### src/rtl/grid_walk_fsm.sv
// grid_walk_fsm
//   Moore walker on a COLS x ROWS torus. A 2-bit command, qualified by
//   in_valid, steps the registered (col, row) position. y flags the
//   configured target position once the machine has been armed by its
//   first clock edge out of reset. With default parameters it behaves as
//   the lab's 6-state single-input sequence detector (cmd 00 / 01).
//
//   Optional feature: define GRID_HIT_CNT_EN to build a saturating
//   counter of target entries and expose it on hit_count.
//
// Ports
//   clk       in   clock, rising edge
//   rst       in   synchronous active-high reset
//   in_valid  in   command qualifier (cmd ignored when low)
//   cmd       in   00 row+1, 01 col+1, 10 col-1, 11 hold
//   col       out  current column  [CW-1:0]
//   row       out  current row     [RW-1:0]
//   y         out  armed & (position == target)
//   wrap      out  one-cycle pulse after a column wrap
//   hit_count out  saturating target-entry count (GRID_HIT_CNT_EN only)
module grid_walk_fsm #(
  parameter int COLS       = 3,
  parameter int ROWS       = 2,
  parameter int RESET_COL  = 2,
  parameter int RESET_ROW  = 1,
  parameter int TARGET_COL = 2,
  parameter int TARGET_ROW = 1,
  parameter int CNT_W      = 8,
  localparam int CW = (COLS > 1) ? $clog2(COLS) : 1,
  localparam int RW = (ROWS > 1) ? $clog2(ROWS) : 1
) (
  input  logic          clk,
  input  logic          rst,
  input  logic          in_valid,
  input  logic [1:0]    cmd,
  output logic [CW-1:0] col,
  output logic [RW-1:0] row,
  output logic          y,
  output logic          wrap
`ifdef GRID_HIT_CNT_EN
  ,
  output logic [CNT_W-1:0] hit_count
`endif
);

  typedef enum logic [1:0] {
    CMD_ROW_INC = 2'b00,
    CMD_COL_INC = 2'b01,
    CMD_COL_DEC = 2'b10,
    CMD_HOLD    = 2'b11
  } cmd_e;

  localparam logic [CW-1:0] COL_MAX = CW'(COLS - 1);
  localparam logic [RW-1:0] ROW_MAX = RW'(ROWS - 1);
  localparam logic [CW-1:0] COL_ONE = CW'(1);
  localparam logic [RW-1:0] ROW_ONE = RW'(1);
  localparam logic [CW-1:0] COL_RST = CW'(RESET_COL);
  localparam logic [RW-1:0] ROW_RST = RW'(RESET_ROW);
  localparam logic [CW-1:0] COL_TGT = CW'(TARGET_COL);
  localparam logic [RW-1:0] ROW_TGT = RW'(TARGET_ROW);
  // A target outside the grid can never match; without this guard the
  // width truncation above could alias it onto a real position.
  localparam bit TGT_IN_GRID = (TARGET_COL >= 0) && (TARGET_COL < COLS) &&
                               (TARGET_ROW >= 0) && (TARGET_ROW < ROWS);

  logic [CW-1:0] col_q, col_d;
  logic [RW-1:0] row_q, row_d;
  logic          wrap_q, wrap_d;
  logic          armed_q;
  logic          match_cur, match_nxt;

  // Next-state decode. Wrap points are compared explicitly so that
  // non-power-of-two sizes wrap at COLS-1 / ROWS-1, not at 2^W-1.
  always_comb begin
    col_d  = col_q;
    row_d  = row_q;
    wrap_d = 1'b0;
    if (in_valid) begin
      case (cmd_e'(cmd))
        CMD_ROW_INC: row_d = (row_q == ROW_MAX) ? '0 : row_q + ROW_ONE;
        CMD_COL_INC: begin
          if (col_q == COL_MAX) begin
            col_d  = '0;
            wrap_d = 1'b1;
          end else begin
            col_d  = col_q + COL_ONE;
          end
        end
        CMD_COL_DEC: begin
          if (col_q == '0) begin
            col_d  = COL_MAX;
            wrap_d = 1'b1;
          end else begin
            col_d  = col_q - COL_ONE;
          end
        end
        CMD_HOLD: ;
        default: ;
      endcase
    end
  end

  assign match_cur = TGT_IN_GRID && (col_q == COL_TGT) && (row_q == ROW_TGT);
  assign match_nxt = TGT_IN_GRID && (col_d == COL_TGT) && (row_d == ROW_TGT);

  // State register: rst wins over any command sampled on the same edge.
  always_ff @(posedge clk) begin
    if (rst) begin
      col_q   <= COL_RST;
      row_q   <= ROW_RST;
      wrap_q  <= 1'b0;
      armed_q <= 1'b0;
    end else begin
      col_q   <= col_d;
      row_q   <= row_d;
      wrap_q  <= wrap_d;
      armed_q <= 1'b1;
    end
  end

  assign col  = col_q;
  assign row  = row_q;
  assign wrap = wrap_q;
  // Derived only from registers: the armed bit masks the first cycle after
  // reset even when the reset position is the target.
  assign y    = armed_q & match_cur;

`ifdef GRID_HIT_CNT_EN
  localparam logic [CNT_W-1:0] HIT_ONE = CNT_W'(1);
  localparam logic [CNT_W-1:0] HIT_MAX = '1;

  logic [CNT_W-1:0] hit_q;

  // Every non-reset edge is either armed or the arming edge itself, so an
  // entry (next on target, current off target) always counts here.
  always_ff @(posedge clk) begin
    if (rst) begin
      hit_q <= '0;
    end else if (match_nxt && !match_cur && (hit_q != HIT_MAX)) begin
      hit_q <= hit_q + HIT_ONE;
    end
  end

  assign hit_count = hit_q;
`endif

endmodule

### config.mk
export PLATFORM = sky130hd
export DESIGN_NAME = grid_walk_fsm
export DESIGN_NICKNAME = d
export VERILOG_FILES = /design/src/rtl/grid_walk_fsm.sv
export SDC_FILE = /design/constraint.sdc
export NUM_CORES = 1
export LEC_CHECK = 0
export BUFFER_PORTS_ARGS = -buffer_cell sky130_fd_sc_hd__buf_4
export CAP_MARGIN = 20
export CORE_AREA = 2 2 39 41
export DETAILED_ROUTE_END_ITERATION = 12
export DIE_AREA = 0 0 41 43
export PLACE_DENSITY_LB_ADDON = 0.12
export SYNTH_ARGS = -nofsm -noshare
export SYNTH_HDL_FRONTEND = slang
export SYNTH_SLANG_ARGS = --single-unit
### constraint.sdc
create_clock -name clk -period 1.7 [get_ports clk]
set_input_delay 0.085 -clock clk [delete_from_list [all_inputs] [get_ports clk]]
set_output_delay 0.085 -clock clk [all_outputs]
set_load 0.1 [all_outputs]
==> flow_summary.yaml <==
critical_path:
  r2r_setup_slack_ns: 0.47
  start_kind: "flop"
  required_ns: 1.62
  critPathMaxFanout: 4
  r2r-end: "col[1]$_SDFFE_PP1P_"
  worstPathArrival_ns: 1.32
  ff2ff_path_depth: 4
  path_class: "reg2out"
  cp-end-kind: "output pin"
  r2r_start: "col[0]$_SDFFE_PP0P_"
placement:
  dp_hpwl_um: 538
  dpl_cell_area_um2: 409
  portBuffers: 9
  finalWeightedCongestion: 0.686
power_and_ir_drop:
  power_leakage_uw: 0.000218
  max-vdd-ir-drop_v: 0.000366
  p_per_area_mw_per_mm2: 933
die:
  dieArea_mm2: 0.00176
  die_w_um: 41
  die_h_um: 43
  pin_count: 10
  fp.coreArea_mm2: 0.00138
  num_rows: 14
  initial_core_util_pct: 22.9
synth:
  netlist.area_leader.share_pct: 31.6
  ys_seq_area_share_pct: 31.6
  ys_types: 15
  ys_ff_latch: 5
  synth.net_count: 45
  netlist_area_um2: 317
  ys_warn_count: 0
  syn-instance-count: 32
  syn_area_per_cell_um2: 9.89
  ys_top_cells_by_area: "dfxtp_1, ha_1, inv_1"
  yosysTopAreaCell: "dfxtp_1"
clock_tree:
  postCtsSetupRepairBufs: 0
  cts_tree: "built"
  ctsResizeCount: 0
  cts_num_sinks: 5
  ctsHoldBuffers: 0
  clk_path_buf_depth: 2
  clk_pin_slew_ns: 0.04
  h-tree-depth: 1
  insertion_delay_ns: 0.24
  cts-root-buf: "clkbuf_4"
  cts_made_buffers: 3
drt:
  first_pass_iters: 4
  drc: 0
  routed-via-count: 272
  vias_per_cell: 4.46
  ant_nets: 0
  drtIter0Drc: 3
  wl_per_cell_um: 10.6
  routed_wl_um: 648
grt:
  grt_usage_pct: 9.94
  grt_pass1_vias: 271
  antenna_found_initial: 0
  grt_overflow: 0
  grt_start_max_net_pins: 7
  grt_pass1_wl_um: 1100
layout:
  drive_gt1_share_pct: 40.0
  area_growth_pct: 37.5
  final_util_pct: 31.5
  final_area_um2: 435
  fin_nets: 59
  fillerInstances: 153
  diodes: 0
timing:
  finClkSkew_ns: 0.00236
  min_period_ns: 1.41
  setup_viol: 0
  fmax_mhz: 711
  hold_viol: 0
  rsz0062_at_grt: "false"
  maxSlewHeadroom_pct: 81.5
  slew_violations: 0
  tightest_slew_ns: 0.279
  setup_tns_ns: 0
  timing.final.crit_share_pct: 82.8
worst_hold_path:
  hold_path.class: "in2reg"
  min_to: "col[0]$_SDFFE_PP0P_"
  hold_depth: 2
  min_from: "rst"
run:
  cap_violations: 0
status:
  outcome: "completed"
-- layer usage --
layer | routed length [um] | up-vias | track usage [%]
met2 | 289 | 11 | 12.2
met1 | 271 | 121 | 11.6
met5 | 0 | - | 0
met4 | 26 | 0 | 10.0
met3 | 61 | 4 | 4.71
li1 | - | 136 | -
-- worst max-delay path: stages, from the launching register on --
cell	delay, ns
dfxtp_2	0.33
inv_1	0.12
ha_1	0.19
and3_2	0.17
buf_4	0.28
-- worst max-delay path by stage --
stage | start | end | cells after the start
2_1_floorplan | col[0]$_SDFFE_PP0P_ | col[1]$_SDFFE_PP1P_ | 4
4_1_cts | col[0]$_SDFFE_PP0P_ | y | 4
3_3_place_gp | col[1]$_SDFFE_PP1P_ | col[1]$_SDFFE_PP1P_ | 4
6_report | col[0]$_SDFFE_PP0P_ | y | 4
5_1_grt | col[0]$_SDFFE_PP0P_ | y | 4
3_5_place_dp | col[0]$_SDFFE_PP0P_ | col[1]$_SDFFE_PP1P_ | 4
-- cell usage after synthesis --
cell      number
inv_1          5
a211o_2        1
o21ai_0        1
and3_2         1
a22oi_1        1
mux2i_1        1
nand2_1        1
dfxtp_1        5
a21oi_1        2
a311oi_1       1
o41a_1         1
nor2b_1        2
nor3_1         1
and3_1         1
ha_1           8
-- layout by cell type, fill, tap and decap left out --
cell      count
buf_4         9
ha_1          8
inv_1         5
clkbuf_4      3
dfxtp_2       3
and3_2        2
nor2b_1       2
a21oi_1       2
dfxtp_1       2
nand2_1       1
a211o_2       1
o41a_1        1
o21ai_0       1
a22oi_1       1
nor3_1        1
mux2i_1       1
a311oi_1      1
clkbuf_1      1
-- state kept, by name (all words and copies together) (netlist names) --
register and count:
col 2, row 1, wrap 1, armed_q 1
-- logic make-up (layout without fill, tap and decap cells) --
kind of cell             count (synthesis)  count (layout)  synth area share [%]
multiplexers                             1               1                  3.16
buffers and inverters                    5              18                  5.93
flip-flops                               5               5                  31.6
adder cells (fa/ha/maj)                  8               8                  31.6
AND/OR/NAND/NOR                          6               6                  11.1
AO/OA/AOI/OAI                            7               7                  16.6
-- area by class of cell --
class                           count  area, um2  area share [%]
Inverter                            5       18.8            4.31
Clock buffer                        4       26.3            6.03
Sequential cell                     5        104            23.9
Multi-Input combinational cell     22        199            45.7
Timing Repair Buffer                9       67.6            15.5
Tap cell                           16       20.0            4.60
-- stage by stage --
step | worst slack [ns] | instances | hold WS, ns | power [uW]
final | 0.293 | 61 | 0.0419 | 406
after global routing | 0.201 | 61 | 0.0462 | 428
after global placement | 0.487 | 57 | 0.287 | 273
after floorplan | 0.0514 | 32 | 0.150 | 239
after detailed placement | 0.460 | 57 | 0.295 | 275
after CTS | 0.274 | 61 | 0.0382 | 413
-- power breakdown --
part	internal (uW)	leakage [uW]	switching [uW]
Clock	88.6	0.0000150	46.1
Combinational	39.1	0.000162	99.3
Sequential	127	0.0000409	6.55
No activity file was read; power rests on OpenSTA's default activity.
